[config.mk]
export PLATFORM = sky130hd
export DESIGN_NAME = mdu_iter
export DESIGN_NICKNAME = d
export VERILOG_FILES = /design/src/rtl/mdu_iter.sv
export SDC_FILE = /design/constraint.sdc
export NUM_CORES = 1
export LEC_CHECK = 0
export BUFFER_PORTS_ARGS = -buffer_cell sky130_fd_sc_hd__buf_2
export CAP_MARGIN = 20
export CORE_MARGIN = 2
export CORE_UTILIZATION = 32
export DETAILED_ROUTE_END_ITERATION = 7
export HOLD_SLACK_MARGIN = 0.12
export PLACE_DENSITY_LB_ADDON = 0.3
export SETUP_SLACK_MARGIN = 0.4
export SYNTH_ARGS = -nofsm -noshare
export SYNTH_HDL_FRONTEND = slang
export SYNTH_SLANG_ARGS = --single-unit
export TNS_END_PERCENT = 1
[constraint.sdc]
create_clock -name clk -period 7.1 [get_ports clk]
set_input_delay 1.775 -clock clk [delete_from_list [all_inputs] [get_ports clk]]
set_output_delay 1.775 -clock clk [all_outputs]
set_load 0.05 [all_outputs]
[src/rtl/mdu_iter.sv]
// mdu_iter: iterative multiply/divide unit for the EX stage.
// One radix-2 step per cycle. MULT/MULTU use a 64-bit shift-add and DIV/DIVU
// use a restoring shift-subtract. Signed ops run on magnitudes, and the sign
// is fixed up in a final cycle. busy is high for ITER+1 cycles per mult/div.
// Ports:
//   clk, reset    rising-edge clock, async active-low reset
//   start, MDUop  request strobe and op (0 MULT,1 MULTU,2 DIV,3 DIVU,4 MTHI,5 MTLO)
//   A, B          operands (rs, rt)
//   busy          mult/div in flight
//   HI, LO        result registers
module mdu_iter #(
    parameter int WIDTH = 32,
    parameter int ITER  = 32
) (
    input  logic             clk,
    input  logic             reset,
    input  logic             start,
    input  logic [3:0]       MDUop,
    input  logic [WIDTH-1:0] A,
    input  logic [WIDTH-1:0] B,
    output logic             busy,
    output logic [WIDTH-1:0] HI,
    output logic [WIDTH-1:0] LO
);

    localparam int CW = (ITER > 1) ? $clog2(ITER) : 1;

    typedef enum logic [1:0] {S_IDLE, S_RUN, S_FIX} state_t;

    state_t             r_state;
    logic [CW-1:0]      r_cnt;
    // Multiply: {product_hi, multiplier/product_lo}
    // Divide:   {remainder, dividend/quotient}
    logic [2*WIDTH-1:0] r_acc;
    logic [WIDTH-1:0]   r_opb;     // |multiplicand| or |divisor|
    logic               r_div;
    logic               r_sgn_q;   // product / quotient sign
    logic               r_sgn_r;   // remainder sign (dividend's sign)
    logic               r_dz;      // divide by zero: suppress the write-back
    logic               r_busy;
    logic [WIDTH-1:0]   r_hi;
    logic [WIDTH-1:0]   r_lo;

    logic               w_signed;
    logic               w_a_neg;
    logic               w_b_neg;
    logic [WIDTH-1:0]   w_abs_a;
    logic [WIDTH-1:0]   w_abs_b;
    logic [WIDTH:0]     w_madd;
    logic [WIDTH:0]     w_dsh;
    logic [WIDTH+1:0]   w_dsub;
    logic [2*WIDTH-1:0] w_step;
    logic [2*WIDTH-1:0] w_prod;
    logic [WIDTH-1:0]   w_quo;
    logic [WIDTH-1:0]   w_rem;

    assign busy = r_busy;
    assign HI   = r_hi;
    assign LO   = r_lo;

    assign w_signed = (MDUop == 4'd0) || (MDUop == 4'd2);
    assign w_a_neg  = w_signed & A[WIDTH-1];
    assign w_b_neg  = w_signed & B[WIDTH-1];
    assign w_abs_a  = w_a_neg ? -A : A;
    assign w_abs_b  = w_b_neg ? -B : B;

    always_comb begin
        // Multiply step: conditionally add the multiplicand into the high half,
        // then shift the whole accumulator right and keep the carry.
        w_madd = {1'b0, r_acc[2*WIDTH-1:WIDTH]} + (r_acc[0] ? {1'b0, r_opb} : '0);
        // Divide step: shift the next dividend bit into the remainder, then
        // trial-subtract. The top bit of w_dsub is the borrow.
        w_dsh  = {r_acc[2*WIDTH-1:WIDTH], r_acc[WIDTH-1]};
        w_dsub = {1'b0, w_dsh} - {2'b00, r_opb};
        w_step = r_acc;
        if (r_div) begin
            if (!w_dsub[WIDTH+1])
                w_step = {w_dsub[WIDTH-1:0], r_acc[WIDTH-2:0], 1'b1};
            else
                w_step = {w_dsh[WIDTH-1:0], r_acc[WIDTH-2:0], 1'b0};
        end else begin
            w_step = {w_madd, r_acc[WIDTH-1:1]};
        end
    end

    assign w_prod = r_sgn_q ? -r_acc : r_acc;
    assign w_quo  = r_sgn_q ? -r_acc[WIDTH-1:0] : r_acc[WIDTH-1:0];
    assign w_rem  = r_sgn_r ? -r_acc[2*WIDTH-1:WIDTH] : r_acc[2*WIDTH-1:WIDTH];

    always_ff @(posedge clk or negedge reset) begin
        if (!reset) begin
            r_state <= S_IDLE;
            r_cnt   <= '0;
            r_acc   <= '0;
            r_opb   <= '0;
            r_div   <= 1'b0;
            r_sgn_q <= 1'b0;
            r_sgn_r <= 1'b0;
            r_dz    <= 1'b0;
            r_busy  <= 1'b0;
            r_hi    <= '0;
            r_lo    <= '0;
        end else begin
            case (r_state)
                S_IDLE: begin
                    if (start) begin
                        case (MDUop)
                            4'd0, 4'd1: begin
                                r_acc   <= {{WIDTH{1'b0}}, w_abs_b};
                                r_opb   <= w_abs_a;
                                r_div   <= 1'b0;
                                r_sgn_q <= w_a_neg ^ w_b_neg;
                                r_sgn_r <= 1'b0;
                                r_dz    <= 1'b0;
                                r_cnt   <= '0;
                                r_busy  <= 1'b1;
                                r_state <= S_RUN;
                            end
                            4'd2, 4'd3: begin
                                r_acc   <= {{WIDTH{1'b0}}, w_abs_a};
                                r_opb   <= w_abs_b;
                                r_div   <= 1'b1;
                                r_sgn_q <= w_a_neg ^ w_b_neg;
                                r_sgn_r <= w_a_neg;
                                r_dz    <= (B == '0);
                                r_cnt   <= '0;
                                r_busy  <= 1'b1;
                                r_state <= S_RUN;
                            end
                            4'd4:    r_hi <= A;
                            4'd5:    r_lo <= A;
                            default: ;
                        endcase
                    end
                end
                S_RUN: begin
                    r_acc <= w_step;
                    r_cnt <= r_cnt + 1'b1;
                    if (r_cnt == CW'(ITER - 1))
                        r_state <= S_FIX;
                end
                S_FIX: begin
                    if (r_div) begin
                        if (!r_dz) begin
                            r_hi <= w_rem;
                            r_lo <= w_quo;
                        end
                    end else begin
                        r_hi <= w_prod[2*WIDTH-1:WIDTH];
                        r_lo <= w_prod[WIDTH-1:0];
                    end
                    r_busy  <= 1'b0;
                    r_state <= S_IDLE;
                end
                default: begin
                    r_busy  <= 1'b0;
                    r_state <= S_IDLE;
                end
            endcase
        end
    end

endmodule

# After elaboration in Yosys (flattened, before gate mapping)
# Index checks and enable logic that the tools add are counted.
dict set report op_classes {
  n_addsub 8
  n_eq_ne 15
  muxes 35
  bitwise 4
  n_reduce_logical 18
}
# operator count
set ops {}
lappend ops {{32-bit two-way mux} 13}
lappend ops {{64-bit two-way mux} 4}
lappend ops {{64-bit case mux with 2 select lines} 2}
lappend ops {{32-bit case mux with 2 select lines} 3}
lappend ops {{32-bit negator} 4}
lappend ops {{64-bit negator} 1}
lappend ops {{33-bit by 32-bit subtractor with 34-bit output} 1}
lappend ops {{32-bit by 32-bit adder with 33-bit output} 1}
lappend ops {{32-bit logical NOT} 1}
lappend ops {{3-bit AND reduction} 6}
lappend ops {{5-bit two-way mux} 2}
lappend ops {{5-bit case mux with 2 select lines} 1}
lappend ops {{4-bit by 2-bit == test with 1-bit output (second input constant)} 2}
lappend ops {{4-bit by 3-bit == test with 1-bit output (second input constant)} 2}
lappend ops {{1-bit case mux with 2 select lines} 4}
lappend ops {{4-bit AND reduction} 2}
lappend ops {{2-bit two-way mux} 3}
lappend ops {{2-bit inequality test (second input constant)} 3}
lappend ops {{2-bit nonzero test} 3}
lappend ops {{5-bit by 1-bit adder with 5-bit output (second input constant)} 1}
lappend ops {{5-bit == test (second input constant)} 1}
lappend ops {{4-bit by 1-bit == test with 1-bit output (second input constant)} 1}
lappend ops {{4-bit logical NOT} 1}
lappend ops {{2-bit by 1-bit inequality test with 1-bit output (second input constant)} 2}
lappend ops {{other kinds (13)} 16}
dict set report word_totals {
  reg_bits 172
  in_bits 71
  out_inout_bits 65
  wordCells 91
}

# Longest topological paths before layout
# Gate-level depths: netlist of run 1.
dict set report logic_depth {
  word_depth 7
  depth_mapped 14
  ltp_nobuf 13
}

# Worst setup path after synthesis of run 1
# Ideal clock, no wire load.
dict set report synth_path {
  kind {input to register}
  startpoint {input A[5]}
  endpoint {register r_acc[23]}
  setup_time_ps 65
  arrival_time_ps 4012
  required_ps 7035
  setup_slack_ps 3023
  stages 8
  path_buffers 0
  cell_sequence {nor4_1 -> nand4_1 -> nor4b_1 -> nor2_1 -> xnor2_1 -> nor2_1 -> a211oi_1 -> o22a_1}
}
dict set report synth_between {
  elab_chain_len 5
}
# item line_no
set synth_rtl {}
lappend synth_rtl {{start: declaration} 19} ;# input logic [WIDTH-1:0] A,
lappend synth_rtl {{32-bit negator} 64} ;# assign w_abs_a = w_a_neg ? -A : A;
lappend synth_rtl {{32-bit two-way mux} 64}
lappend synth_rtl {{64-bit case mux with 2 select lines} 107} ;# case (MDUop)
lappend synth_rtl {{64-bit two-way mux} 106} ;# if (start) begin
lappend synth_rtl {{64-bit case mux with 2 select lines} 104} ;# case (r_state)
lappend synth_rtl {{end signal: assignment} 109} ;# r_acc <= {{WIDTH{1'b0}}, w_abs_b};
lappend synth_rtl {{end signal: assignment} 120} ;# r_acc <= {{WIDTH{1'b0}}, w_abs_a};
lappend synth_rtl {{end signal: assignment} 137} ;# r_acc <= w_step;
lappend synth_rtl {{end: declaration} 34} ;# logic [2*WIDTH-1:0] r_acc;
# No other way between the ends. The select of a mux whose other input is x is not followed.
# A chain may end at the register's enable or synchronous reset.

# Worst setup path after layout of run 1
dict set report layout_path {
  startpoint {register r_acc[0]}
  endpoint {register r_acc[61]}
}
dict set report layout_between {
  elab_chain_len 4
}
# item line_no
set layout_rtl {}
lappend layout_rtl {{32-bit two-way mux} 70} ;# w_madd = {1'b0, r_acc[2*WIDTH-1:WIDTH]} + (r_acc[0] ? {1'b0, r_opb} : '0);
lappend layout_rtl {{32-bit by 32-bit adder with 33-bit output} 70}
lappend layout_rtl {{64-bit two-way mux} 76} ;# if (r_div) begin
lappend layout_rtl {{64-bit case mux with 2 select lines} 104}
# No other way between the ends.

==> results of run 1 <==
[layout make-up]
type	count	area (µm²)
timing repair buffer	152	822
tap	607	759
clock inverter	12	138
antenna	2	5.00
inverter	66	248
clock buffer	19	453
multi-input combinational	1585	9880
fill	4890	29600
sequential	172	4310
[flip-flops by register name (all words and copies together) (netlist names)]
register,count
r_acc,64
HI,32
LO,32
r_opb,32
r_cnt,5
r_state,2
busy,1
r_div,1
r_dz,1
r_sgn_q,1
r_sgn_r,1
[metrics by stage]
stage	setup slack, ns	util, %	power (mW)	hold slack, ns	cells
global placement	2.22	34.6	8.51	0.458	2582
floorplan	3.02	-	6.85	0.442	1940
finish	2.51	35.9	9.69	0.474	2615
detailed placement	2.21	34.6	8.61	0.461	2582
global route	2.16	35.9	10.4	0.499	2615
CTS	2.61	35.9	9.62	0.476	2613
[cell usage in the layout (no fill, tap or decap), types with 6 or more instances in the layout]
cell type / instances
nand2_1: 238
o21ai_0: 203
nor2_1: 202
dfrtp_1: 171
a21oi_1: 145
buf_2: 134
xnor2_1: 101
xor2_1: 70
ha_1: 70
inv_1: 66
mux2i_1: 46
o31ai_1: 45
nand3_1: 39
nor3_1: 34
a31oi_1: 32
a21o_1: 32
o211ai_1: 25
or3_1: 24
and3_1: 17
clkbuf_16: 17
and2_1: 16
nor4_1: 16
a22oi_1: 16
buf_4: 16
nor2b_1: 15
nand2b_1: 14
a211oi_1: 13
or2_2: 12
a221oi_1: 12
or4_1: 10
nand4_1: 10
o21bai_1: 8
o41ai_1: 8
o221ai_1: 7
o21a_1: 7
a311oi_1: 6
a221o_1: 6
a32oi_1: 6
mux2_2: 6
o22a_1: 6
[critical path: cells and delay by family, from the launching register on]
| family | cells | cell delay, ns |
|---|---|---|
| AO/OA/AOI/OAI | 7 | 2.69 |
| adder cells (fa/ha/maj) | 1 | 0.24 |
| buffers and inverters | 2 | 0.65 |
| flip-flops | 1 | 0.44 |
| multiplexers | 1 | 0.34 |
| AND/OR/NAND/NOR | 1 | 0.10 |
[routing by layer]
| layer | vias up | GRT usage [%] |
|---|---|---|
| li1 | 7043 | - |
| met1 | 7180 | 32.4 |
| met2 | 651 | 35.1 |
| met3 | 110 | 3.96 |
| met4 | 14 | 10.1 |
| met5 | - | 0 |
[worst max path at each step]
stage | depth (start not counted) | slack [ns] | to
final | 12 | 2.51 | r_acc[61]
after global routing | 12 | 2.16 | r_acc[61]
after CTS | 12 | 2.61 | r_acc[61]
after detailed placement | 9 | 2.21 | r_acc[23]
after global placement | 9 | 2.22 | r_acc[23]
after floorplan | 8 | 3.02 | r_acc[23]
[power breakdown]
| part | internal [mW] | leakage, nW | switching (mW) |
|---|---|---|---|
| sequential | 1.49 | 2.09 | 0.762 |
| combinational | 2.35 | 4.61 | 4.10 |
| clock | 0.539 | 0.287 | 0.447 |
[cells by family after synthesis]
kind of cell               synth area share, %
adders and majority gates                 6.14
DFF                                       28.9
and+or+nand+nor                           21.0
AOI/OAI and AO/OA                         25.5
xor gates and xnor gates                  10.0
buffers and inverters                     4.90
muxes                                     3.54
==> impl_metrics.yaml, run 1 <==
placement:
  post_dp_cell_area_um2: 16000
  io_buffers: 135
  hpwl_um: 43800
  gp_congestion: 0.942
drt:
  wire_per_inst_um: 21.9
  dr_wl_met3_um: 4560
  vias: 15000
  routed.top_layer: "met5"
  ant_nets: 0
  drc: 0
  wl_um: 57300
  route.met2.wl_um: 24800
  met1_length_um: 25400
  drtIter0Drc: 1515
  drt_first_pass_iters: 5
  via_per_inst: 5.74
clock_tree:
  root_buffer: "clkbuf_16"
  hold_buffers: 0
  cts_tree: "done"
  path_clk_slew_ns: 0.08
  numCtsBuffers: 17
  cts_setup_buffers: 0
  cts.path.max_buffers: 2
  cts.repair.resized: 0
  clock_latency_ns: 0.47
  numClockSinks: 172
  htreeDepth: 4
synth:
  yosysMostFrequentCell: "nand2_1"
  netlist_area_um2: 14900
  netlist_instances: 1940
  synth-main-ff-cell: "dfrtp_1"
  synth.top_cell.area_share_pct: 28.9
  synthArstFlopShare_pct: 100
  synth_nets: 2083
  ys.warnings.count: 0
  synth_seq_cells: 172
  netlist-cell-type-count: 82
  synth.largest_area_cell: "dfrtp_1"
  syn_area_per_cell_um2: 7.68
  synth_edf_count: 0
  synth_top_cells_by_count: "nand2_1 (238), nor2_1 (204), o21ai_0 (203), dfrtp_1 (172), a21oi_1 (145)"
  ys_seq_area_share_pct: 28.9
  synth_area_leaders: "dfrtp_1 (29%), o21ai_0 (6.8%), nand2_1 (6.0%), xnor2_1 (5.9%), ha_1 (5.9%)"
worst_setup_path:
  crit_required_ns: 7.44
  rr_startpoint: "r_acc[0]"
  path_class: "flop to flop"
  arrival_ns: 4.93
  crit_start: "r_acc[0]"
  crit_path_end_kind: "flop"
  critPathMaxFanout: 26
  crit_top_cell: "a221oi_1"
  r2r_end: "r_acc[61]"
  crit_slowest_cell: "a2111oi_0"
  r2r_cells: 12
  start_kind: "flop"
  r2r_slack_ns: 2.51
  path_cells: "inv_1 > buf_4 > nor2_1 > ha_1 > a2111oi_0 > a221oi_1 > a211o_1 > a221oi_1 > o211ai_1 > a31oi_1 > mux2_2 > a221o_1"
  cp_slowest_stage_delay_ns: 0.61
outcome:
  status: "completed"
timing:
  drv_slew: 0
  tightest_slew_ns: 1.08
  max_freq_ghz: 0.218
  relSlewSlack_pct: 27.1
  skew_ns: 0.0166
  fin_setup_tns_ns: 0
  finalCriticalPeriod_ns: 4.59
  fin_crit_sh_pct: 64.6
  setup_viol: 0
  grt_setup_unrepaired: "no"
  finalHoldViolations: 0
final_layout:
  syn2layout_area_growth_pct: 11.5
  nets: 2137
  fin_area_um2: 16600
  drive_gt1_share_pct: 11.1
floorplan:
  core_um2: 46300
  die_h_um: 220
  num_rows: 79
  die_area_um2: 48300
  die_w_um: 220
  start_util_pct: 32.2
  ios: 136
power:
  powerDensity_nw_per_um2: 583
  leakage_nw: 6.98
  ir_drop_mv: 0.327
grt:
  grt_max_degree: 173
  antenna_found_initial: 11
  grt-ovfl-total: 0
  grt_use_total_pct: 23.2
  grt_pass1_wl_um: 84600
  grt_pass1_vias: 13600
min_path:
  min_path_cells: 2
  min_from: "LO[27]"
  hold_end: "LO[27]"
  hold_path_class: "flop to flop"
flow_run:
  cap_violations: 0
Note: power is estimated with default switching activity, not from simulation.
==> run 2: changes to the inputs <==
==> constraint.sdc (replaced) <==
create_clock -name clk -period 3.7 [get_ports clk]
set_input_delay 0.925 -clock clk [delete_from_list [all_inputs] [get_ports clk]]
set_output_delay 0.925 -clock clk [all_outputs]
set_load 0.05 [all_outputs]
==> run 2 against run 1 <==
Cell area increased by 4.6%. Register-to-register slack got worse by 2.1 ns. Clock power increased by 89%. Utilization increased by 1.6 points. Critical endpoint unchanged. Total power increased by 100%. Highest routed layer unchanged. Count of clock-buffer cells in the layout decreased by 1. Global-route usage increased by 0.67 points. Wire length increased by 2.1%. Maximum frequency increased by 40%. Worst setup slack got worse by 2.1 ns. Die area unchanged. Non-clock buffer count increased by 67.
==> impl_metrics.yaml, run 2 (same netlist as run 1, synthesis figures left out) <==
floorplan:
  die_h_um: 220
  die_area_um2: 48300
  ios: 136
  num_rows: 79
  core_um2: 46300
  start_util_pct: 32.2
  die_w_um: 220
timing:
  holdWs_ns: 0.379
  fin_setup_tns_ns: 0
  tightest_slew_ns: 0.912
  relSlewSlack_pct: 39.2
  fin_crit_sh_pct: 88.9
  finalHoldViolations: 0
  max_freq_ghz: 0.304
  skew_ns: 0.0136
  finalCriticalPeriod_ns: 3.29
  setup_viol: 0
  drv_slew: 0
  grt_setup_unrepaired: "yes"
placement:
  io_buffers: 135
  gp_congestion: 0.970
  hpwl_um: 45900
clock_tree:
  hold_buffers: 0
  htreeDepth: 4
  cts.path.max_buffers: 2
  root_buffer: "clkbuf_16"
  numClockSinks: 172
  numCtsBuffers: 17
  clock_latency_ns: 0.46
  cts_tree: "done"
  path_clk_slew_ns: 0.07
drt:
  drc: 0
  wire_per_inst_um: 21.8
  wl_um: 58600
  via_per_inst: 5.71
  vias: 15300
  drt_first_pass_iters: 8
  drtIter0Drc: 1479
  ant_nets: 0
final_layout:
  most-common-layout-cells: "nand2_1 (238), nor2_1 (202), o21ai_0 (201)"
  largest_register_ffs: 64
  regMostFlops: "r_acc"
  final_common_cell: "nand2_1"
  drive_gt1_share_pct: 15.4
  syn2layout_area_growth_pct: 16.6
  nets: 2204
power:
  leakage_nw: 7.35
  powerDensity_nw_per_um2: 1120
  ir_drop_mv: 0.653
grt:
  antenna_found_initial: 10
  grt_pass1_wl_um: 87400
  met3_usage_pct: 4.47
  grt-ovfl-total: 0
  use_met1_pct: 33.2
  use_met2_pct: 35.6
  grt_max_degree: 65
  grt_use_total_pct: 23.9
  busiest_layer: "met2"
  grt_pass1_vias: 14300
worst_setup_path:
  crit_family: "compound AO/OA/AOI/OAI gates"
  arrival_ns: 3.63
  crit_required_ns: 4.04
  path_buf_inv: 3
  critPathMaxFanout: 10
  cp_slowest_stage_delay_ns: 0.41
  path_cells: "inv_2 > buf_6 > buf_6 > nor2_1 > ha_1 > and4_1 > and3_1 > and3_1 > a221oi_2 > o211ai_1 > a31oi_1 > mux2_2 > a221o_1"
  path_class: "flop to flop"
  crit_slowest_cell: "dfrtp_1"
  start_kind: "flop"
  crit_path_end_kind: "flop"
min_path:
  hold_path_class: "input port to async pin"
flow_run:
  cap_violations: 0
outcome:
  status: "completed"
## run 2: final timing paths
path	start	to	slack [ns]	cells past startpoint
max	r_acc[0]	r_acc[61]	0.41	13
min	reset	HI[10]	0.38	1
max reg2reg	r_acc[0]	r_acc[61]	0.41	13
min reg2reg	HI[25]	HI[25]	0.47	2
max in group asynchronous	reset	r_acc[20]	2.57	2
min in group clk	HI[25]	HI[25]	0.47	2
## run 2: per-stage QoR
| stage | utilization [%] | instance area, µm² | setup slack, ns | instances | total power, mW |
|---|---|---|---|---|---|
| 2_1_floorplan | - | 14900 | 0.430 | 1940 | 13.2 |
| 3_3_place_gp | 35.7 | 16500 | 0.167 | 2639 | 17.0 |
| 3_5_place_dp | 35.7 | 16500 | -0.0252 | 2639 | 17.1 |
| 4_1_cts | 37.3 | 17300 | 0.376 | 2680 | 19.2 |
| 5_1_grt | 37.6 | 17400 | 0.275 | 2682 | 21.0 |
| 6_report | 37.6 | 17400 | 0.412 | 2682 | 19.5 |
## run 2: layout make-up
| class | count | area [µm²] |
|---|---|---|
| Inverter | 66 | 248 |
| Antenna cell | 2 | 5.00 |
| Timing Repair Buffer | 219 | 1380 |
| Tap cell | 607 | 759 |
| Fill cell | 4870 | 28900 |
| Clock buffer | 18 | 439 |
| Multi-Input combinational cell | 1585 | 10100 |
| Clock inverter | 13 | 143 |
| Sequential cell | 172 | 4310 |
## run 2: worst register-to-register path, delay by kind of cell, from the launching register on
| kind | cells | cell delay [ns] |
|---|---|---|
| AOI/OAI and AO/OA | 4 | 0.93 |
| and+or+nand+nor | 4 | 0.71 |
| buffers and inverters | 3 | 0.43 |
| DFF | 1 | 0.41 |
| adders and majority gates | 1 | 0.35 |
| muxes | 1 | 0.35 |
## run 2: metal layers
layer / wire length [µm] / vias up
li1: - / 7192
met1: 25900 / 7292
met2: 25100 / 689
met3: 4880 / 119
met4: 2560 / 14
met5: 87 / -
## run 2: timing repair
| item | in CTS | in global routing |
|---|---|---|
| gates resized for setup | 20 | 20 |
| cloned | 1 | 0 |
| setup buffers | 9 | 0 |
| setup endpoints to repair | 16 | 23 |
| pin swaps | 10 | 8 |
## run 2: report_power, final
group | total [mW] | internal [mW] | switching [mW] | leakage [nW]
combinational | 13.7 | 5.08 | 8.61 | 5.00
sequential | 3.99 | 2.87 | 1.13 | 2.09
clock | 1.86 | 1.01 | 0.848 | 0.271
total | 19.5 | 8.96 | 10.6 | 7.35
==> run 3: changes to the inputs <==
--- a/config.mk
+++ b/config.mk
@@ -7,6 +7,8 @@
 export LEC_CHECK = 0
 export BUFFER_PORTS_ARGS = -buffer_cell sky130_fd_sc_hd__buf_2
 export CAP_MARGIN = 20
+export CELL_PAD_IN_SITES_DETAIL_PLACEMENT = 1
+export CELL_PAD_IN_SITES_GLOBAL_PLACEMENT = 1
 export CORE_MARGIN = 2
 export CORE_UTILIZATION = 32
 export DETAILED_ROUTE_END_ITERATION = 7
==> run 3 against run 2 <==
Non-clock buffer count increased by 16. Global-route usage up 2.4 points. Count of clock-buffer cells in the layout increased by 2. Wire length rose by 9.5%. Die area stayed put. First-iteration DRC count is 20% lower. Final cell count increased by 0.60%. Register-to-register slack worse by 0.19 ns. Clock power shrank 5%. Critical endpoint unchanged. Largest power group unchanged. Highest routed layer unchanged.
==> impl_metrics.yaml, run 3 (same netlist as run 1, synthesis figures left out) <==
timing:
  grt_setup_unrepaired: "yes"
  tightest_slew_ns: 0.886
  finalCriticalPeriod_ns: 3.47
  setup_viol: 0
  fin_setup_tns_ns: 0
  skew_ns: 0.0160
  drv_slew: 0
  finalHoldViolations: 0
  max_freq_ghz: 0.288
  relSlewSlack_pct: 40.9
  fin_crit_sh_pct: 93.9
clock_tree:
  cts.path.max_buffers: 2
  htreeDepth: 4
  clock_latency_ns: 0.47
  numClockSinks: 172
  numCtsBuffers: 17
  cts_tree: "done"
  path_clk_slew_ns: 0.08
  root_buffer: "clkbuf_16"
  hold_buffers: 0
placement:
  post_dp_cell_area_um2: 16700
  gp_congestion: 0.928
  hpwl_um: 50600
  io_buffers: 135
drt:
  drc: 0
  ant_nets: 0
  wire_per_inst_um: 23.8
  drtIter0Drc: 1189
  wl_um: 64100
  vias: 15600
  drt_first_pass_iters: 5
  via_per_inst: 5.77
worst_setup_path:
  critPathMaxFanout: 4
  crit_path_end_kind: "flop"
  crit_required_ns: 4.05
  r2r_slack_ns: 0.23
  r2r_end: "r_acc[61]"
  path_class: "flop to flop"
  r2r_cells: 15
  crit_start: "r_acc[0]"
  start_kind: "flop"
  cp-endpoint: "r_acc[61]"
  rr_startpoint: "r_acc[0]"
  arrival_ns: 3.83
grt:
  grt-ovfl-total: 0
  grt_pass1_vias: 15300
  grt_use_total_pct: 26.3
  grt_pass1_wl_um: 95400
  grt_max_degree: 65
  antenna_found_initial: 4
final_layout:
  regMostFlops: "r_acc"
  most-common-layout-cells: "nand2_1 (238), nor2_1 (202), o21ai_0 (201)"
  final_common_cell: "nand2_1"
  fill_cells: 5698
  drive_gt1_share_pct: 15.9
  multi_input_area_um2: 10100
  largest_register_ffs: 64
  syn2layout_area_growth_pct: 17.0
  fin_area_um2: 17400
  area.sequential_um2: 4310
  nets: 2220
power:
  ir_drop_mv: 0.660
  p_sw_share_pct: 55.0
  combPwrFrac_pct: 71.6
  p_clk_share_pct: 8.8
  internal-power_mw: 8.95
  leakage_nw: 7.43
  powerDensity_nw_per_um2: 1140
  seqPwrFrac_pct: 19.6
  p_sw_mw: 11.0
flow_run:
  cap_violations: 0
floorplan:
  die_area_um2: 48300
  core_um2: 46300
  num_rows: 79
  die_w_um: 220
  die_h_um: 220
  ios: 136
  start_util_pct: 32.2
outcome:
  status: "completed"
min_path:
  hold_path_class: "input port to async pin"
-- run 3: cell count changes in the layout (fill, tap and decap cells not counted), moves of 2 or more --
cell / delta
a21oi_1: +2
a21oi_2: -2
buf_4: +17
bufinv_16: -2
clkinv_4: +3
clkinvlp_4: -2
ha_1: +2
ha_2: -3
nor4_2: -2
-- run 3: metrics by stage --
stage	setup WS, ns	total power, mW	std cells	utilization (%)	hold slack (ns)
2_1_floorplan	0.430	13.2	1940	-	0.442
3_3_place_gp	0.164	17.3	2659	36.1	0.456
3_5_place_dp	0.0399	17.7	2659	36.1	0.465
4_1_cts	0.243	19.7	2695	37.5	0.461
5_1_grt	0.159	21.3	2698	37.7	0.466
6_report	0.225	19.9	2698	37.7	0.429
-- run 3: worst min-delay path by stage --
stage	start	to	slack (ns)	cells past startpoint
floorplan	r_cnt[3]	r_cnt[3]	0.44	1
global placement	HI[5]	HI[5]	0.46	2
detailed placement	LO[29]	LO[29]	0.46	2
CTS	reset	HI[10]	0.46	1
global route	reset	HI[10]	0.47	1
finish	reset	HI[10]	0.43	1
-- run 3: layout make-up --
| type | count | share of cell area, % |
|---|---|---|
| Timing Repair Buffer | 235 | 8.60 |
| Antenna cell | 1 | 0.0144 |
| Clock buffer | 20 | 2.62 |
| Tap cell | 607 | 4.36 |
| Multi-Input combinational cell | 1585 | 57.8 |
| Clock inverter | 12 | 0.517 |
| Sequential cell | 172 | 24.7 |
| Inverter | 66 | 1.44 |
-- run 3: what timing repair did --
item	4_1_cts	5_1_grt
resized for setup	17	18
pin swaps	8	13
buffers inserted	4	2
endpoints found under the setup margin	9	37
-- run 3: power groups by stage --
stage	Sequential [mW]	Clock, mW	Combinational, mW
final	3.90	1.76	14.3
after global routing	3.98	1.87	15.5
after CTS	3.85	1.79	14.0
after detailed placement	3.88	0	13.8
after global placement	3.84	0	13.5
after floorplan	4.78	0	8.42
-- run 3: critical path, cell delays in order, from the launching register on --
cell and delay, ns:
dfrtp_1 0.43, buf_6 0.14, and2_4 0.13, ha_4 0.16
inv_2 0.06, fa_2 0.23, nor2b_4 0.05, o31ai_2 0.21
buf_4 0.18, a221oi_4 0.07, a211o_1 0.33, a221oi_4 0.34
o211ai_1 0.19, a31oi_1 0.23, mux2_2 0.36, a221o_1 0.26
-- run 3: layer usage --
metal	GRT usage [%]	wire length, µm	up-vias	share of wire [%]
met2	40.7	28400	493	44
li1	-	-	7228	-
met3	4.73	4060	89	6.3
met4	10.8	2540	6	4.0
met1	36.0	29200	7753	45
met5	0	32	-	0.050
